**src/rtl/ripple_count_sampler.sv**
```systemverilog
`default_nettype none
// ============================================================================
// Module      : ripple_count_sampler
// Description : Brings the q bus of a 4-bit ripple down counter into the clk
//               domain and accepts a value only once it has been steady for
//               a number of samples. Counts underflow wraps (0 -> all-ones)
//               and returns a count/wrap snapshot over a valid/ready handshake.
// Ports       : clk, rst      - clock, synchronous active-high reset
//               cnt_in        - ripple counter q bus (asynchronous to clk)
//               sample_req    - snapshot request, taken only while idle
//               busy          - request in progress (WAIT or HOLD)
//               out_valid     - snapshot presented (HOLD)
//               out_ready     - consumer accepts the snapshot
//               out_count     - captured count
//               out_wraps     - captured wrap count
//               out_err       - snapshot was forced by the wait timeout
//               wrap_pulse    - one-cycle pulse per detected underflow wrap
// Revision    : 1.0 - initial release
// ============================================================================
module ripple_count_sampler #(
  parameter int WIDTH         = 4,
  parameter int STABLE_CYCLES = 2,
  parameter int WRAP_W        = 8,
  parameter int TIMEOUT       = 16
) (
  input  logic              clk,
  input  logic              rst,
  input  logic [WIDTH-1:0]  cnt_in,
  input  logic              sample_req,
  output logic              busy,
  output logic              out_valid,
  input  logic              out_ready,
  output logic [WIDTH-1:0]  out_count,
  output logic [WRAP_W-1:0] out_wraps,
  output logic              out_err,
  output logic              wrap_pulse
);

  localparam int RUN_W = (STABLE_CYCLES < 2) ? 1 : $clog2(STABLE_CYCLES + 1);
  localparam int TMR_W = (TIMEOUT < 2) ? 1 : $clog2(TIMEOUT);

  localparam logic [RUN_W-1:0] c_RUN_MAX  = RUN_W'(STABLE_CYCLES);
  localparam logic [TMR_W-1:0] c_TMR_LAST = TMR_W'(TIMEOUT - 1);
  localparam logic [WIDTH-1:0] c_ALL_ONES = {WIDTH{1'b1}};

  typedef enum logic [1:0] {
    S_IDLE = 2'd0,
    S_WAIT = 2'd1,
    S_HOLD = 2'd2
  } state_t;

  // Synchroniser and stability tracking
  logic [WIDTH-1:0]  r_s1;
  logic [WIDTH-1:0]  r_s2;
  logic [WIDTH-1:0]  r_s2_d;
  logic [RUN_W-1:0]  r_run;
  logic [WIDTH-1:0]  r_stable_val;
  logic              r_seen;
  logic [WRAP_W-1:0] r_wrap_cnt;
  logic              r_wrap_pulse;

  // Handshake FSM
  state_t            r_state;
  logic [TMR_W-1:0]  r_timer;
  logic [WIDTH-1:0]  r_out_count;
  logic [WRAP_W-1:0] r_out_wraps;
  logic              r_out_err;

  logic              w_eq;
  logic              w_stable;
  logic              w_wrap;
  logic [WRAP_W-1:0] w_wrap_next;

  assign w_eq = (r_s2 == r_s2_d);

  // The run length alone lags the newest sample by one edge, so a single
  // mid-ripple code would be trusted on the edge it first appears in s2.
  // Also requiring the current pair to match keeps one-sample glitches out.
  assign w_stable = (r_run >= c_RUN_MAX) && w_eq;

  assign w_wrap = w_stable && r_seen && (r_stable_val == '0) && (r_s2 == c_ALL_ONES);

  // A capture on the same edge as a wrap reports the incremented count.
  assign w_wrap_next = w_wrap ? (r_wrap_cnt + 1'b1) : r_wrap_cnt;

  always_ff @(posedge clk) begin
    if (rst) begin
      r_s1         <= '0;
      r_s2         <= '0;
      r_s2_d       <= '0;
      r_run        <= '0;
      r_stable_val <= '0;
      r_seen       <= 1'b0;
      r_wrap_cnt   <= '0;
      r_wrap_pulse <= 1'b0;
    end else begin
      r_s1   <= cnt_in;
      r_s2   <= r_s1;
      r_s2_d <= r_s2;

      if (!w_eq) begin
        r_run <= '0;
      end else if (r_run != c_RUN_MAX) begin
        r_run <= r_run + 1'b1;
      end

      if (w_stable) begin
        r_stable_val <= r_s2;
        r_seen       <= 1'b1;
      end

      r_wrap_cnt   <= w_wrap_next;
      r_wrap_pulse <= w_wrap;
    end
  end

  always_ff @(posedge clk) begin
    if (rst) begin
      r_state     <= S_IDLE;
      r_timer     <= '0;
      r_out_count <= '0;
      r_out_wraps <= '0;
      r_out_err   <= 1'b0;
    end else begin
      case (r_state)
        S_IDLE: begin
          if (sample_req) begin
            r_state <= S_WAIT;
            r_timer <= '0;
          end
        end
        S_WAIT: begin
          if (w_stable) begin
            r_out_count <= r_s2;
            r_out_wraps <= w_wrap_next;
            r_out_err   <= 1'b0;
            r_state     <= S_HOLD;
          end else if (r_timer == c_TMR_LAST) begin
            r_out_count <= r_s2;
            r_out_wraps <= w_wrap_next;
            r_out_err   <= 1'b1;
            r_state     <= S_HOLD;
          end else begin
            r_timer <= r_timer + 1'b1;
          end
        end
        S_HOLD: begin
          if (out_ready) begin
            r_state <= S_IDLE;
          end
        end
        default: begin
          r_state <= S_IDLE;
        end
      endcase
    end
  end

  assign busy       = (r_state != S_IDLE);
  assign out_valid  = (r_state == S_HOLD);
  assign out_count  = r_out_count;
  assign out_wraps  = r_out_wraps;
  assign out_err    = r_out_err;
  assign wrap_pulse = r_wrap_pulse;

endmodule
`default_nettype wire

```
**config.mk**
```make
export PLATFORM = sky130hd
export DESIGN_NAME = ripple_count_sampler
export DESIGN_NICKNAME = d
export VERILOG_FILES = /design/src/rtl/ripple_count_sampler.sv
export SDC_FILE = /design/constraint.sdc
export NUM_CORES = 1
export LEC_CHECK = 0
export BUFFER_PORTS_ARGS = -buffer_cell sky130_fd_sc_hd__clkbuf_2
export CORE_MARGIN = 8
export CORE_UTILIZATION = 51
export DETAILED_ROUTE_END_ITERATION = 8
export GPL_ROUTABILITY_DRIVEN = 1
export PLACE_DENSITY_LB_ADDON = 0.3
export SYNTH_ARGS = -nofsm -noshare
export SYNTH_HDL_FRONTEND = slang
export SYNTH_SLANG_ARGS = --single-unit
export TNS_END_PERCENT = 50
```
**constraint.sdc**
```tcl
create_clock -name clk -period 2.07 [get_ports clk]
set_clock_uncertainty 0.15 [all_clocks]
set_input_delay 0.1035 -clock clk [delete_from_list [all_inputs] [get_ports clk]]
set_output_delay 0.1035 -clock clk [all_outputs]
set_load 0.02 [all_outputs]
```
==> results of run 1 <==
cell usage after synthesis (all sizes together):
| library cell | n |
|---|---|
| dfxtp | 47 |
| nor2 | 36 |
| nor2b | 14 |
| a211oi | 9 |
| mux2i | 9 |
| nand4 | 7 |
| xor2 | 7 |
| a21oi | 6 |
| nand3 | 5 |
| buf | 4 |
| clkbuf | 4 |
| inv | 4 |
| nand2 | 4 |
| nor3 | 4 |
| xnor2 | 4 |
| and2 | 3 |
| ha | 3 |
| o211ai | 3 |
| and4 | 2 |
| nand2b | 2 |
| nor4 | 2 |
| o21ai | 2 |
| or3 | 2 |
| or4 | 2 |
| a21boi | 1 |
| a31o | 1 |
| a31oi | 1 |
| and3 | 1 |
| nor3b | 1 |
| o31ai | 1 |
| or2 | 1 |
| or4b | 1 |
sequential cells by signal, summed over array words and instances, names as in the netlist:
register / flops
out_count: 4
out_err: 1
out_wraps: 8
r_run: 2
r_s1: 4
r_s2: 4
r_s2_d: 4
r_seen: 1
r_stable_val: 4
r_state: 2
r_timer: 4
r_wrap_cnt: 8
wrap_pulse: 1
worst paths after layout:
| check | end |
|---|---|
| worst max-delay path | out_wraps[0]$_SDFFE_PP0P_ |
| worst min register to register | r_s2[3]$_SDFF_PP0_ |
| worst min-delay path | r_timer[0]$_SDFFE_PP0P_ |
| worst max register to register | out_wraps[0]$_SDFFE_PP0P_ |
cells by family (layout without fill, tap and decap cells):
family | after synthesis | count (layout) | synth area share
flip-flops | 47 | 47 | 0.491
adder cells (fa/ha/maj) | 3 | 3 | 0.0196
AND/OR/NAND/NOR | 87 | 87 | 0.249
buffers and inverters | 12 | 48 | 0.0320
XOR/XNOR | 11 | 11 | 0.0503
multiplexers | 9 | 9 | 0.0470
AO/OA/AOI/OAI | 24 | 24 | 0.112
cell usage in the layout, fill, tap and decap left out, drive strengths merged, types with 3 or more instances in the layout:
master | netlist | final
nor2b | 14 | 14
mux2i | 9 | 9
o211ai | 3 | 3
a211oi | 9 | 9
nand3 | 5 | 5
nor2 | 36 | 36
nor3 | 4 | 4
dlygate4sd3 | 0 | 6
buf | 4 | 7
nand2 | 4 | 4
clkbuf | 4 | 29
and2 | 3 | 3
inv | 4 | 4
xnor2 | 4 | 4
nand4 | 7 | 7
xor2 | 7 | 7
a21oi | 6 | 6
ha | 3 | 3
dfxtp | 47 | 47
through the flow:
stage / instances / util
2_1_floorplan: 193 / -
3_3_place_gp: 263 / 0.581
3_5_place_dp: 263 / 0.581
4_1_cts: 277 / 0.634
5_1_grt: 277 / 0.635
6_report: 277 / 0.635
what timing repair did:
action	CTS	global route
endpoints found under the setup margin	0	4
resized for setup	0	1
hold endpoints to repair	6	0
buffers inserted	0	0
hold buffers	6	0
critical path: cells and delay by family (launching register included):
family / cells / cell delay [ns]
adder cells (fa/ha/maj): 1 / 0.24
XOR/XNOR: 1 / 0.19
AO/OA/AOI/OAI: 1 / 0.22
flip-flops: 1 / 0.41
AND/OR/NAND/NOR: 3 / 0.61
power groups by stage:
stage               logic (µW)  clock network [µW]  registers (µW)
floorplan                  125                   0             974
global placement           177                   0             972
detailed placement         179                   0             973
CTS                        188                 791             951
global route               208                 835             956
finish                     188                 776             951
layout make-up:
cell class                      instances  area [µm²]
Clock buffer                            6        72.6
Tap cell                               48        60.1
Fill cell                             325        1330
Clock inverter                          2        60.1
Multi-Input combinational cell        134         920
Timing Repair Buffer                   36         240
Sequential cell                        47         941
Inverter                                4        15.0
per-layer routing:
| metal | up-vias | track usage | part of all wire |
|---|---|---|---|
| met3 | 5 | 0.0606 | 0.062 |
| li1 | 736 | - | - |
| met1 | 612 | 0.139 | 0.51 |
| met2 | 23 | 0.185 | 0.42 |
| met5 | - | 0 | 0 |
| met4 | 0 | 0.0434 | 0.013 |
==> impl_metrics.csv, run 1 <==
group,metric,value,unit
run_status,outcome,"finished, final reports clean",
global_route,initial_antenna_violation_count,0,
yosys,synth_sequential_area_ratio,0.491,
power,p_sw_frac,0.219,
timing,final.period_utilization,0.916,
critical_path,crit_chain,"ha_1, nor2_4, nor4_4, nand2_1, xor2_1, a211oi_2",
yosys,postSynthRegisterBits,47,
timing,max_freq,527,MHz
route,vias_per_cell,4.97,
cts,cts_buffer_depth,2,
yosys,yosys_warnings,0,
global_route,grt.total_usage,0.120,
critical_path,slowest_delay,0.41,ns
route,antenna_violating_nets_post_route,0,
yosys,syn-mean-instance-area,9.93,µm²
critical_path,worst-path-max-fanout,8,
cts,clk_pin_slew_worst_paths,0.08,ns
critical_path,crit_start,"r_run[1]$_SDFFE_PP0N_",
floorplanning,die_height,77.3,µm
cts,cts_buffers,5,
timing,tightest_slew,0.365,ns
worst_hold_path,min_delay_startpoint,"sample_req",
placement,io_buffer_count,23,
final_layout,layout-drive-gt1-share,0.231,
yosys,post_synth_instance_area,0.00192,mm²
route,vias,1376,
timing,timing.final.crit_period,1.90,ns
route,drtPass1Iterations,4,
timing,finalSetupViolations,0,
critical_path,critPathRequiredTime,2.14,ns
route,routed_wl,3290,µm
placement,standard_cell_area_after_detailed_placement,0.00211,mm²
critical_path,worst_setup_path_start_kind,"flip-flop",
critical_path,critical_path_class,"reg -> reg",
cts,clock_sink_count,47,
final_layout,design_area,0.00231,mm²
timing,grt_setup_unrepaired,"false",
cts,clock_tree.htree_level_count,2,
critical_path,r2r_cells,6,
power,cellPowerDensity,830,mW/mm²
critical_path,crit_slowest_cell,"dfxtp_1",
global_route,first_pass_grt_wire_length,5910,µm
global_route,largest_net_degree_at_the_start_of_global_routing,24,
critical_path,worst_ep_arrival_time,1.97,ns
global_route,grt_pass1_vias,1371,
final_layout,synthToLayoutAreaGrowth,20.4,%
power,static_leak,0.000898,µW
floorplanning,floorplan.initialDensity,0.528,
timing,fin_ws,0.173,ns
floorplanning,dieWidth,77.3,µm
timing,timing.max_slew.rel_slack,0.756,
route,detail_route.wl_per_cell,11.9,µm
timing,finalHoldViolations,0,
power,peakVddDrop,0.580,mV
power,cellInternalPower,1490,µW
final_layout,finalNetCount,239,
flow_run,timing.max_cap.violations,0,
placement,gp_congestion,0.803,
placement,dp.final_hpwl,2400,µm
yosys,synth.net_count,204,
route,post-route-drc-count,0,
final_layout,n_antenna_cell,0,
power,p_total,1920,µW
critical_path,timing.rr.start,"r_run[1]$_SDFFE_PP0N_",
power,combinationalPowerShare,0.098,
yosys,syn-instance-count,193,
floorplanning,ioPinCount,24,
yosys,synthDistinctLibCells,39,
yosys,yosys.area.top_type_share,0.491,
floorplanning,placement_rows,22,
timing,totalNegativeSetupSlack,0,ns
worst_hold_path,whs_path_depth,4,
floorplanning,design.die.area,0.00598,mm²
floorplanning,core_area,0.00363,mm²
placement,pre_cts_ws,0.0729,ns
route,number_of_drc_markers_after_the_initial_detailed_route_iteration,57,
cts,cts_tree,"yes",
yosys,dominant_cells_by_area_after_synthesis,"dfxtp_1 (49%), nor2_1 (6.7%), a211oi_2 (5.2%)",
worst_hold_path,worst_hold_path_type,"in -> reg",
timing,finalMaxSlewViolations,0,
critical_path,timing.critical_path.to_type,"flip-flop",
yosys,yosys.area.top_type,"dfxtp_1",
timing,min_hold_slack,0.0192,ns
cts,clockRootBuffer,"clkbuf_8",
power,pwr-share-clk,0.405,
global_route,grt_overflow,0,
cts,clock_latency,0.30,ns
power,power.share.sequential,0.497,
power,net_switching_power_of_the_design,420,µW
critical_path,worst-r2r-setup-slack,0.17,ns
No activity file was read; power rests on OpenSTA's default activity.
==> run 2: changes to the inputs <==
Settings changed: CORE_MARGIN 8 to 3, RECOVER_POWER set to 25.
==> impl_metrics.csv, run 2 (same netlist as run 1, synthesis figures left out) <==
group,metric,value,unit
floorplanning,design.die.area,0.00453,mm²
power,combinationalPowerShare,0.107,
cts,cts_tree,"yes",
timing,tightest_slew,0.978,ns
timing,max_freq,499,MHz
power,power.share.sequential,0.537,
flow_run,timing.max_cap.violations,0,
power,pwr-share-clk,0.356,
route,drtPass1Iterations,4,
timing,fin_ws,0.0648,ns
critical_path,critical_path_class,"reg -> reg",
run_status,outcome,"finished, final reports clean",
route,vias_per_cell,5.32,
timing,timing.max_slew.rel_slack,0.348,
global_route,grt_pass1_vias,1396,
global_route,grt_overflow,0,
placement,io_buffer_count,23,
global_route,grt.total_usage,0.177,
final_layout,layout.area.seq,941,µm²
placement,pre_cts_ws,0.0890,ns
cts,cts_buffer_depth,2,
route,vias,1458,
power,p_sw_frac,0.232,
timing,finalHoldViolations,0,
power,peakVddDrop,0.598,mV
floorplanning,core_area,0.00347,mm²
critical_path,timing.rr.start,"r_stable_val[0]$_SDFFE_PP0N_",
route,antenna_violating_nets_post_route,0,
final_layout,multi_input_comb_area,935,µm²
route,routed_wl,3550,µm
worst_hold_path,worst_hold_path_type,"in -> reg",
timing,min_hold_slack,0.0414,ns
floorplanning,die_height,67.3,µm
final_layout,synthToLayoutAreaGrowth,18.5,%
route,post-route-drc-count,0,
final_layout,mostFrequentLayoutCells,"dfxtp_1 (47), nor2_1 (34), clkbuf_2 (19)",
critical_path,worst-path-max-fanout,4,
final_layout,n_antenna_cell,0,
global_route,first_pass_grt_wire_length,6050,µm
placement,dp.final_hpwl,2500,µm
floorplanning,ioPinCount,24,
floorplanning,floorplan.initialDensity,0.553,
global_route,initial_antenna_violation_count,0,
timing,timing.final.crit_period,2.01,ns
final_layout,layout-drive-gt1-share,0.224,
global_route,largest_net_degree_at_the_start_of_global_routing,28,
floorplanning,dieWidth,67.3,µm
final_layout,fillerInstances,314,
cts,clk_pin_slew_worst_paths,0.08,ns
critical_path,worst_ep_arrival_time,2.03,ns
critical_path,critPathRequiredTime,2.10,ns
placement,gp_congestion,0.817,
cts,cts_buffers,5,
critical_path,timing.critical_path.to_type,"flip-flop",
power,static_leak,0.000868,µW
timing,finalMaxSlewViolations,0,
route,number_of_drc_markers_after_the_initial_detailed_route_iteration,54,
cts,clock_tree.htree_level_count,2,
critical_path,worst_setup_path_start_kind,"flip-flop",
final_layout,finalNetCount,239,
final_layout,mostFrequentLayoutCell,"dfxtp_1",
timing,finalSetupViolations,0,
floorplanning,placement_rows,21,
power,cellPowerDensity,781,mW/mm²
cts,clockRootBuffer,"clkbuf_8",
power,net_switching_power_of_the_design,411,µW
power,cellInternalPower,1360,µW
cts,clock_sink_count,47,
critical_path,crit_start,"r_stable_val[0]$_SDFFE_PP0N_",
cts,clock_latency,0.29,ns
worst_hold_path,min_delay_startpoint,"sample_req",
timing,final.period_utilization,0.969,
route,detail_route.wl_per_cell,13.0,µm
-- run 2: layout make-up --
type / count / share of cell area
Sequential cell: 47 / 0.414
Timing Repair Buffer: 36 / 0.0970
Tap cell: 46 / 0.0253
Clock buffer: 6 / 0.0320
Multi-Input combinational cell: 134 / 0.412
Inverter: 4 / 0.00661
Clock inverter: 1 / 0.0132
-- run 2: worst paths after layout --
check | to | slack [ns] | cells after the start
hold / removal | r_timer[0]$_SDFFE_PP0P_ | 0.04 | 4
setup / recovery | out_wraps[3]$_SDFFE_PP0P_ | 0.06 | 6
hold reg to reg | r_s2[3]$_SDFF_PP0_ | 0.29 | 1
setup reg to reg | out_wraps[3]$_SDFFE_PP0P_ | 0.06 | 6
-- run 2: worst max-delay path, stage by stage, from the launching register on --
cell and delay (ns):
dfxtp_1 0.32, or3_4 0.42, nor4_4 0.30, buf_4 0.17, nand4_1 0.12, xor2_1 0.29, a211oi_2 0.11
-- run 2: power by group through the flow --
stage	Combinational [µW]	Clock, µW	Sequential, µW
6_report	190	632	952
5_1_grt	210	677	957
3_5_place_dp	176	0	973
3_3_place_gp	168	0	971
2_1_floorplan	125	0	974
4_1_cts	185	644	952
-- run 2: timing repair --
| item | CTS | global route |
|---|---|---|
| hold buffers | 5 | 0 |
| endpoints found under the setup margin | 0 | 14 |
| hold endpoints to repair | 5 | 0 |
| buffers inserted | 0 | 1 |
| gates resized for setup | 0 | 3 |
-- run 2: per-stage QoR --
| step | util | TNS [ns] | power (µW) | cells | instance area [µm²] |
|---|---|---|---|---|---|
| detailed placement | 0.604 | 0 | 1150 | 261 | 2100 |
| CTS | 0.648 | 0 | 1780 | 273 | 2250 |
| floorplan | - | 0 | 1100 | 193 | 1920 |
| global route | 0.655 | -0.0118 | 1840 | 274 | 2270 |
| global placement | 0.604 | 0 | 1140 | 261 | 2100 |
| finish | 0.655 | 0 | 1770 | 274 | 2270 |
-- run 2: metal layers --
metal	part of all wire	routed length, µm	vias up	global-route usage
li1	-	-	733	-
met1	0.42	1490	662	0.196
met4	0.019	66	0	0.0709
met2	0.49	1740	55	0.318
met5	0	0	-	0
met3	0.072	257	8	0.0499
